**src/rtl/sd_cmd_tx_pkg.sv**
```systemverilog
// sd_cmd_tx_pkg: shared SD command-line framing constants, state encoding and CRC7 step
package sd_cmd_tx_pkg;
    typedef enum logic [2:0] {IDLE, SEND, CRC, END, GAP} tx_state_t;
    localparam logic [5:0] FRAME_LEN = 6'd48;
    localparam logic [5:0] HDR_LEN = 6'd40;
    localparam int CRC_W = 7;
    localparam logic [6:0] CRC_POLY = 7'h09;
    localparam logic START_BIT = 1'b0;
    localparam logic TX_BIT = 1'b1;
    localparam logic END_BIT = 1'b1;
    function automatic logic [6:0] crc7_step(input logic [6:0] crc, input logic din);
        return {crc[5:0], 1'b0} ^ ((crc[6] ^ din) ? CRC_POLY : 7'h00);
    endfunction
endpackage

```
**src/rtl/crc7_serial.sv**
```systemverilog
// crc7_serial: bit-serial CRC7 (x^7+x^3+1); clear with enable restarts on the given bit
module crc7_serial
    import sd_cmd_tx_pkg::*;
(
    input  logic             sd_clk,
    input  logic             reset,
    input  logic             enable,
    input  logic             clear,
    input  logic             data_in,
    output logic [CRC_W-1:0] crc
);
    always_ff @(posedge sd_clk or negedge reset)
        if (!reset)
            crc <= '0;
        else if (enable)
            crc <= crc7_step(clear ? '0 : crc, data_in);
        else if (clear)
            crc <= '0;
endmodule

```
**src/rtl/sd_cmd_tx.sv**
```systemverilog
// sd_cmd_tx: serialises 48-bit SD command frames with on-the-fly CRC7 and an NCC idle gap
module sd_cmd_tx
    import sd_cmd_tx_pkg::*;
#(
    parameter int NCC = 8
) (
    input  logic        sd_clk,
    input  logic        reset,
    input  logic        transmit_en,
    input  logic [5:0]  cmd_index,
    input  logic [31:0] argument,
    output logic        sd_cmd_out,
    output logic        sd_cmd_oe,
    output logic        busy,
    output logic        sd_transmit_started,
    output logic        sd_transmit_finished
);
    localparam logic [5:0] LAST_CRC = FRAME_LEN - 6'd1;
    localparam logic [7:0] GAP_LAST = 8'(NCC - 1);
    tx_state_t        state;
    logic [39:0]      sreg;
    logic [5:0]       bcnt;
    logic [7:0]       gcnt;
    logic [CRC_W-1:0] crc;
    logic             accept;
    logic             crc_en;
    logic             crc_din;
    assign accept  = state == IDLE && transmit_en;
    assign crc_en  = accept || (state == SEND && bcnt != HDR_LEN);
    assign crc_din = accept ? START_BIT : sreg[39];
    crc7_serial u_crc (
        .sd_clk  (sd_clk),
        .reset   (reset),
        .enable  (crc_en),
        .clear   (accept),
        .data_in (crc_din),
        .crc     (crc)
    );
    // bcnt = frame bits already on the line; the IDLE sampling cycle is the last of the NCC idle cycles
    always_ff @(posedge sd_clk or negedge reset)
        if (!reset) begin
            state                <= IDLE;
            sreg                 <= '0;
            bcnt                 <= '0;
            gcnt                 <= '0;
            sd_cmd_out           <= 1'b1;
            sd_cmd_oe            <= 1'b0;
            busy                 <= 1'b0;
            sd_transmit_started  <= 1'b0;
            sd_transmit_finished <= 1'b0;
        end else begin
            sd_transmit_started  <= accept;
            sd_transmit_finished <= state == END;
            case (state)
                IDLE:
                    if (transmit_en) begin
                        state      <= SEND;
                        sreg       <= {TX_BIT, cmd_index, argument, 1'b0};
                        bcnt       <= 6'd1;
                        sd_cmd_out <= START_BIT;
                        sd_cmd_oe  <= 1'b1;
                        busy       <= 1'b1;
                    end
                SEND: begin
                    bcnt <= bcnt + 6'd1;
                    if (bcnt == HDR_LEN) begin
                        state      <= CRC;
                        sd_cmd_out <= crc[6];
                        sreg       <= {crc[5:0], 34'b0};
                    end else begin
                        sd_cmd_out <= sreg[39];
                        sreg       <= {sreg[38:0], 1'b0};
                    end
                end
                CRC: begin
                    bcnt       <= bcnt + 6'd1;
                    sd_cmd_out <= bcnt == LAST_CRC ? END_BIT : sreg[39];
                    sreg       <= {sreg[38:0], 1'b0};
                    if (bcnt == LAST_CRC)
                        state <= END;
                end
                END: begin
                    state      <= NCC == 1 ? IDLE : GAP;
                    busy       <= NCC != 1;
                    sd_cmd_oe  <= 1'b0;
                    sd_cmd_out <= 1'b1;
                    bcnt       <= '0;
                    gcnt       <= 8'd1;
                end
                GAP: begin
                    gcnt <= gcnt + 8'd1;
                    if (gcnt == GAP_LAST) begin
                        state <= IDLE;
                        busy  <= 1'b0;
                    end
                end
                default: state <= IDLE;
            endcase
        end
endmodule
```
**config.mk**
```make
export PLATFORM = sky130hd
export DESIGN_NAME = sd_cmd_tx
export DESIGN_NICKNAME = d
export VERILOG_FILES = /design/src/rtl/sd_cmd_tx_pkg.sv /design/src/rtl/crc7_serial.sv /design/src/rtl/sd_cmd_tx.sv
export SDC_FILE = /design/constraint.sdc
export NUM_CORES = 1
export LEC_CHECK = 0
export ABC_AREA = 1
export CAP_MARGIN = 40
export CORE_MARGIN = 5
export CORE_UTILIZATION = 50
export CTS_CLUSTER_SIZE = 20
export DETAILED_ROUTE_END_ITERATION = 10
export DONT_BUFFER_PORTS = 1
export PLACE_DENSITY = 0.66
export SYNTH_ARGS = -nofsm -noshare
export SYNTH_HDL_FRONTEND = slang
export SYNTH_SLANG_ARGS = --single-unit
```
**constraint.sdc**
```tcl
create_clock -name sd_clk -period 1.7 [get_ports sd_clk]
set_input_delay 0.34 -clock sd_clk [delete_from_list [all_inputs] [get_ports sd_clk]]
set_output_delay 0.34 -clock sd_clk [all_outputs]
set_load 0.02 [all_outputs]
```
Word-level counts from Yosys, hierarchy flattened
Index checks and enable logic that the tools add are counted.
{ "totals": {"ff_bits": 69, "in_bits": 41, "output_inout_bits": 5, "wordCells": 66} }
{ "classes": {"addsub": 2, "eq_ne": 12, "muxes": 23, "n_bitwise": 2, "reduce_logical": 17} }
{ "ops": {"columns": ["operator", "count"], "rows": [
  ["40-bit one-hot mux with 3 select lines", 1],
  ["40-bit 2-to-1 mux", 2],
  ["6-bit one-hot mux with 3 select lines", 1],
  ["8-bit one-hot mux with 2 select lines", 1],
  ["3-bit one-hot mux with 5 select lines", 1],
  ["7-bit 2-to-1 mux", 2],
  ["6-bit == test (second input constant)", 2],
  ["3-bit 2-to-1 mux", 4],
  ["3-bit nonzero test", 3],
  ["8-bit by 1-bit adder with 8-bit output (second input constant)", 1],
  ["8-bit by 3-bit == test with 1-bit output (second input constant)", 1],
  ["2-bit AND reduction", 4],
  ["7-bit bitwise XOR", 1],
  ["6-bit by 1-bit adder with 6-bit output (second input constant)", 1],
  ["3-bit by 2-bit == test with 1-bit output (second input constant)", 2],
  ["1-bit 2-to-1 mux", 6],
  ["6-bit 2-to-1 mux", 1],
  ["2-bit inequality test (second input constant)", 3],
  ["6-bit inequality test (second input constant)", 1],
  ["4-bit 2-to-1 mux", 1],
  ["1-bit one-hot mux with 4 select lines", 1],
  ["4-bit AND reduction", 1],
  ["2-bit nonzero test", 2],
  ["4-bit nonzero test", 1],
  ["11 further kinds", 12]
]} }

Depth between registers and ports, before layout
{ "depth": {"ltp_word": 7, "mapped_depth": 10, "depth_no_buf": 10} }

By module
Synthesis repeated with hierarchy kept, for this count alone.
{ "unflattened": {"cells_unflattened": 437, "hier_area_um2": 3603.5} }
{ "modules_own_cells": {"columns": ["mod", "instances", "cells_per_inst", "area_per_inst_um2"], "rows": [
  ["sd_cmd_tx", 1, 402, 3258.1],
  ["crc7_serial", 1, 35, 345.3]
]} }

Worst setup path after synthesis
OpenSTA, ideal clock, no wires.
{ "synth_timing": {"path_kind": "flip-flop to flip-flop", "from": "register bcnt[0]", "to": "register sreg[15]", "setup_ns": 0.122, "arrival_time_ns": 1.361, "t_required_ns": 1.578, "slack_ns": 0.217, "stages_incl_launch_ff": 11, "path_buffers": 1, "period_less_slack_ns": 1.483, "path_cell_list": "dfrtp_1 > inv_1 > ha_1 > inv_1 > nor2_1 > nand2_2 > nand2_4 > nand2_4 > buf_6 > nand2_1 > a21oi_1"} }
{ "synth_between": {"elab_chain_cells": 3} }
{ "synth_lines": {"columns": ["item", "line", "text"], "rows": [
  ["from (decl)", "sd_cmd_tx.sv:22", "logic [5:0] bcnt;"],
  ["from (signal assigned)", "sd_cmd_tx.sv:65", "bcnt <= bcnt + 6'd1;"],
  ["from (signal assigned)", "sd_cmd_tx.sv:76", "bcnt <= bcnt + 6'd1;"],
  ["6-bit == test", "sd_cmd_tx.sv:66", "if (bcnt == HDR_LEN) begin"],
  ["40-bit 2-to-1 mux", "sd_cmd_tx.sv:66", null],
  ["40-bit one-hot mux with 3 select lines", "sd_cmd_tx.sv:54", "case (state)"],
  ["to (signal assigned)", "sd_cmd_tx.sv:58", "sreg <= {TX_BIT, cmd_index, argument, 1'b0};"],
  ["to (signal assigned)", "sd_cmd_tx.sv:69", "sreg <= {crc[5:0], 34'b0};"],
  ["to (signal assigned)", "sd_cmd_tx.sv:72", "sreg <= {sreg[38:0], 1'b0};"],
  ["to (decl)", "sd_cmd_tx.sv:21", "logic [39:0] sreg;"]
]} }
No other way between the ends.
A chain may end at the register's enable or synchronous reset.

Worst setup path after layout
{ "layout_timing": {"from": "register bcnt[0]", "to": "register sreg[35]"} }
Same word-level chain as after synthesis.

==> flow_metrics.env <==
export IMPL_pwr_share_clk=0.197
export IMPL_synthCells=440
export IMPL_failed_checks="negative hold slack"
export IMPL_switching_share=0.430
export IMPL_clk_pin_slew_ns=0.07
export IMPL_cts_setup_buffers=0
export IMPL_stdcell_count=532
export IMPL_clk_latency_ns=0.34
export IMPL_crit_fanout=7
export IMPL_r2r_end="sreg[35]"
export IMPL_h_tree_depth=3
export IMPL_intPower_w=0.00465
export IMPL_die_w_microns=92.7
export IMPL_powerDensity_mw_per_mm2=2160
export IMPL_fillers=658
export IMPL_crit_end="sreg[35]"
export IMPL_numCtsBuffers=9
export IMPL_drt_pass1_iterations=6
export IMPL_finalWorstSetupSlack_ns=0.149
export IMPL_min_period_over_period=0.912
export IMPL_reg2reg_from="bcnt[0]"
export IMPL_layout_common_cells="nand2_1 (102), a21oi_1 (74), nor2_1 (69), dfrtp_1 (67), nand3_1 (41)"
export IMPL_finalCriticalPeriod_ns=1.55
export IMPL_clockBufferDepth=2
export IMPL_layout_commonest_cell="nand2_1"
export IMPL_synth_cell_area_sq_mm=0.00342
export IMPL_yosysUniqueCellTypes=25
export IMPL_grt_pass1_wl_mm=12.4
export IMPL_worstMarginPinSlew_ns=0.385
export IMPL_route_detailed_wl_per_inst_microns=13.8
export IMPL_drt_wl_total_mm=7.32
export IMPL_register_area_sq_mm=0.00170
export IMPL_yosysSeqAreaShare=0.499
export IMPL_io_buffers=0
export IMPL_multi_input_area_sq_mm=0.00150
export IMPL_vias=2785
export IMPL_maxCapViolations=0
export IMPL_nets=491
export IMPL_rsz0062_at_grt="no"
export IMPL_dp_hpwl_mm=4.79
export IMPL_yosys_top_cells_area="dfrtp_1 (49%), nand2_1 (11%), a21oi_1 (11%)"
export IMPL_area_growth_pct=10.3
export IMPL_cp_startpoint="bcnt[0]"
export IMPL_grt_pass1_vias=2637
export IMPL_grt_overflow_total=0
export IMPL_synth_nets=484
export IMPL_dp_slack_ns=0.0280
export IMPL_endpoint_kind="flip-flop"
export IMPL_synth_seq_cells=68
export IMPL_fin_worst_skew_ns=0.0109
export IMPL_antenna_found_initial=0
export IMPL_critPathLaunchType="flip-flop"
export IMPL_cts_tree="yes"
export IMPL_worstPathArrival_ns=1.78
export IMPL_placementRows=30
export IMPL_cts_sinks=68
export IMPL_reg2reg_slack_ns=0.15
export IMPL_hold_path_class="in -> async"
export IMPL_io_pin_count=46
export IMPL_synth_top_area_share=0.491
export IMPL_final_setup_tns_ns=0
export IMPL_die_area_sq_mm=0.00858
export IMPL_required_ns=1.93
export IMPL_critPathKind="reg -> reg"
export IMPL_drt_initial_drc_count=160
export IMPL_outcome="finished, violations left"
export IMPL_r2r_cells=10
export IMPL_vias_per_cell=5.23
export IMPL_hold_viol_final=68
export IMPL_p_leak_nw=1.80
export IMPL_grt_use_total=0.183
export IMPL_p_seq_frac=0.358
export IMPL_fmax_mhz=645
export IMPL_netlist_top_cell_by_area="dfrtp_1"
export IMPL_drive_above_1_share=0.0951
export IMPL_drcViolationCount=0
export IMPL_core_area_sq_mm=0.00672
export IMPL_setup_viol=0
export IMPL_grt_max_degree=69
export IMPL_drv_slew=0
export IMPL_slew_headroom=0.742
export IMPL_comb_power_share=0.444
export IMPL_start_util=0.508
export IMPL_postRouteAntennaNets=0
export IMPL_antennaDiodeCount=0
export IMPL_die_h_microns=92.7
export IMPL_avgSynthCellArea_sq_um=7.76
export IMPL_cts_root_buf="clkbuf_8"
export IMPL_ys_warn_count=0
export IMPL_ir_worst_vdd_v=0.000830
export IMPL_dp_cells=515
export IMPL_p_sw_w=0.00350
export IMPL_whs_ns=-0.314
export IMPL_gp_congestion=0.820
==> cells in the mapped netlist <==
cell type	n
nand4_1	1
inv_2	3
o31ai_1	1
a21oi_1	74
nor2_1	70
inv_4	1
nand3_1	42
nor3_1	1
nand3_2	1
xnor2_1	1
dfrtp_1	67
nor4_1	1
nand2_1	102
nand2_4	3
nand2_2	1
dfstp_2	1
o22ai_1	2
o21ai_0	14
nor2_2	3
buf_4	5
xor2_1	2
buf_2	6
buf_6	4
ha_1	3
inv_1	31
==> layer usage <==
| metal | up-vias | wire length, microns | global-route usage |
|---|---|---|---|
| met1 | 1293 | 3500 | 0.252 |
| met4 | 0 | 118 | 0.0659 |
| met5 | - | 0 | 0 |
| met2 | 45 | 3390 | 0.280 |
| met3 | 9 | 305 | 0.0455 |
| li1 | 1438 | - | - |
==> sequential cells by signal, summed over array words and instances, names as in the netlist <==
signal	count
sd_cmd_oe	1
busy	1
sreg	39
sd_transmit_finished	1
sd_transmit_started	1
sd_cmd_out	1
state	3
u_crc.crc	7
bcnt	6
gcnt	8
==> metrics by stage <==
step                      power, W  area [sq um]  utilization
after global routing       0.00895          3770        0.561
final                      0.00816          3770        0.561
after global placement     0.00637          3490        0.520
after detailed placement   0.00646          3490        0.520
after CTS                  0.00815          3740        0.556
after floorplan            0.00580          3420            -
==> cell type report <==
class | count | share of cell area
Clock buffer | 10 | 0.0339
Inverter | 35 | 0.0362
Clock inverter | 6 | 0.0295
Multi-Input combinational cell | 323 | 0.399
Timing Repair Buffer | 10 | 0.0232
Sequential cell | 68 | 0.452
Tap cell | 80 | 0.0266
==> power by group through the flow <==
stage / combinational, W / sequential [W] / clock (W)
2_1_floorplan: 0.00297 / 0.00284 / 0
3_3_place_gp: 0.00343 / 0.00294 / 0
3_5_place_dp: 0.00351 / 0.00295 / 0
4_1_cts: 0.00357 / 0.00292 / 0.00165
5_1_grt: 0.00420 / 0.00303 / 0.00172
6_report: 0.00362 / 0.00292 / 0.00161
==> worst min-delay path by stage <==
| stage | cells after the start | slack [ns] | to |
|---|---|---|---|
| finish | 0 | -0.31 | bcnt[2] |
| global route | 0 | -0.34 | sreg[20] |
| CTS | 0 | -0.34 | sreg[19] |
| detailed placement | 0 | 0.05 | bcnt[5] |
| global placement | 0 | 0.05 | bcnt[5] |
| floorplan | 0 | 0.04 | bcnt[0] |
==> critical path: stages (launching register included) <==
cell and delay [ns]:
dfrtp_1 0.42, inv_2 0.09, ha_1 0.16, inv_1 0.05, nor2_2 0.12, nand2_2 0.12, buf_4 0.19, nand3_1 0.07
nand2_1 0.05, nor2_1 0.11, nor2_1 0.05
==> what timing repair did <==
item	4_1_cts	5_1_grt
gates cloned	0	1
hold endpoints to repair	68	68
resized for setup	1	6
endpoints found under the setup margin	1	34
pin swaps	0	1
==> cells by family after synthesis <==
kind of cell,after synthesis,share of synthesized area
AND/OR/NAND/NOR,225,0.276
flip-flops,68,0.499
AO/OA/AOI/OAI,91,0.135
XOR/XNOR,3,0.00769
adder cells (fa/ha/maj),3,0.0110
buffers and inverters,50,0.0722
(Power assumes the default switching activity.)
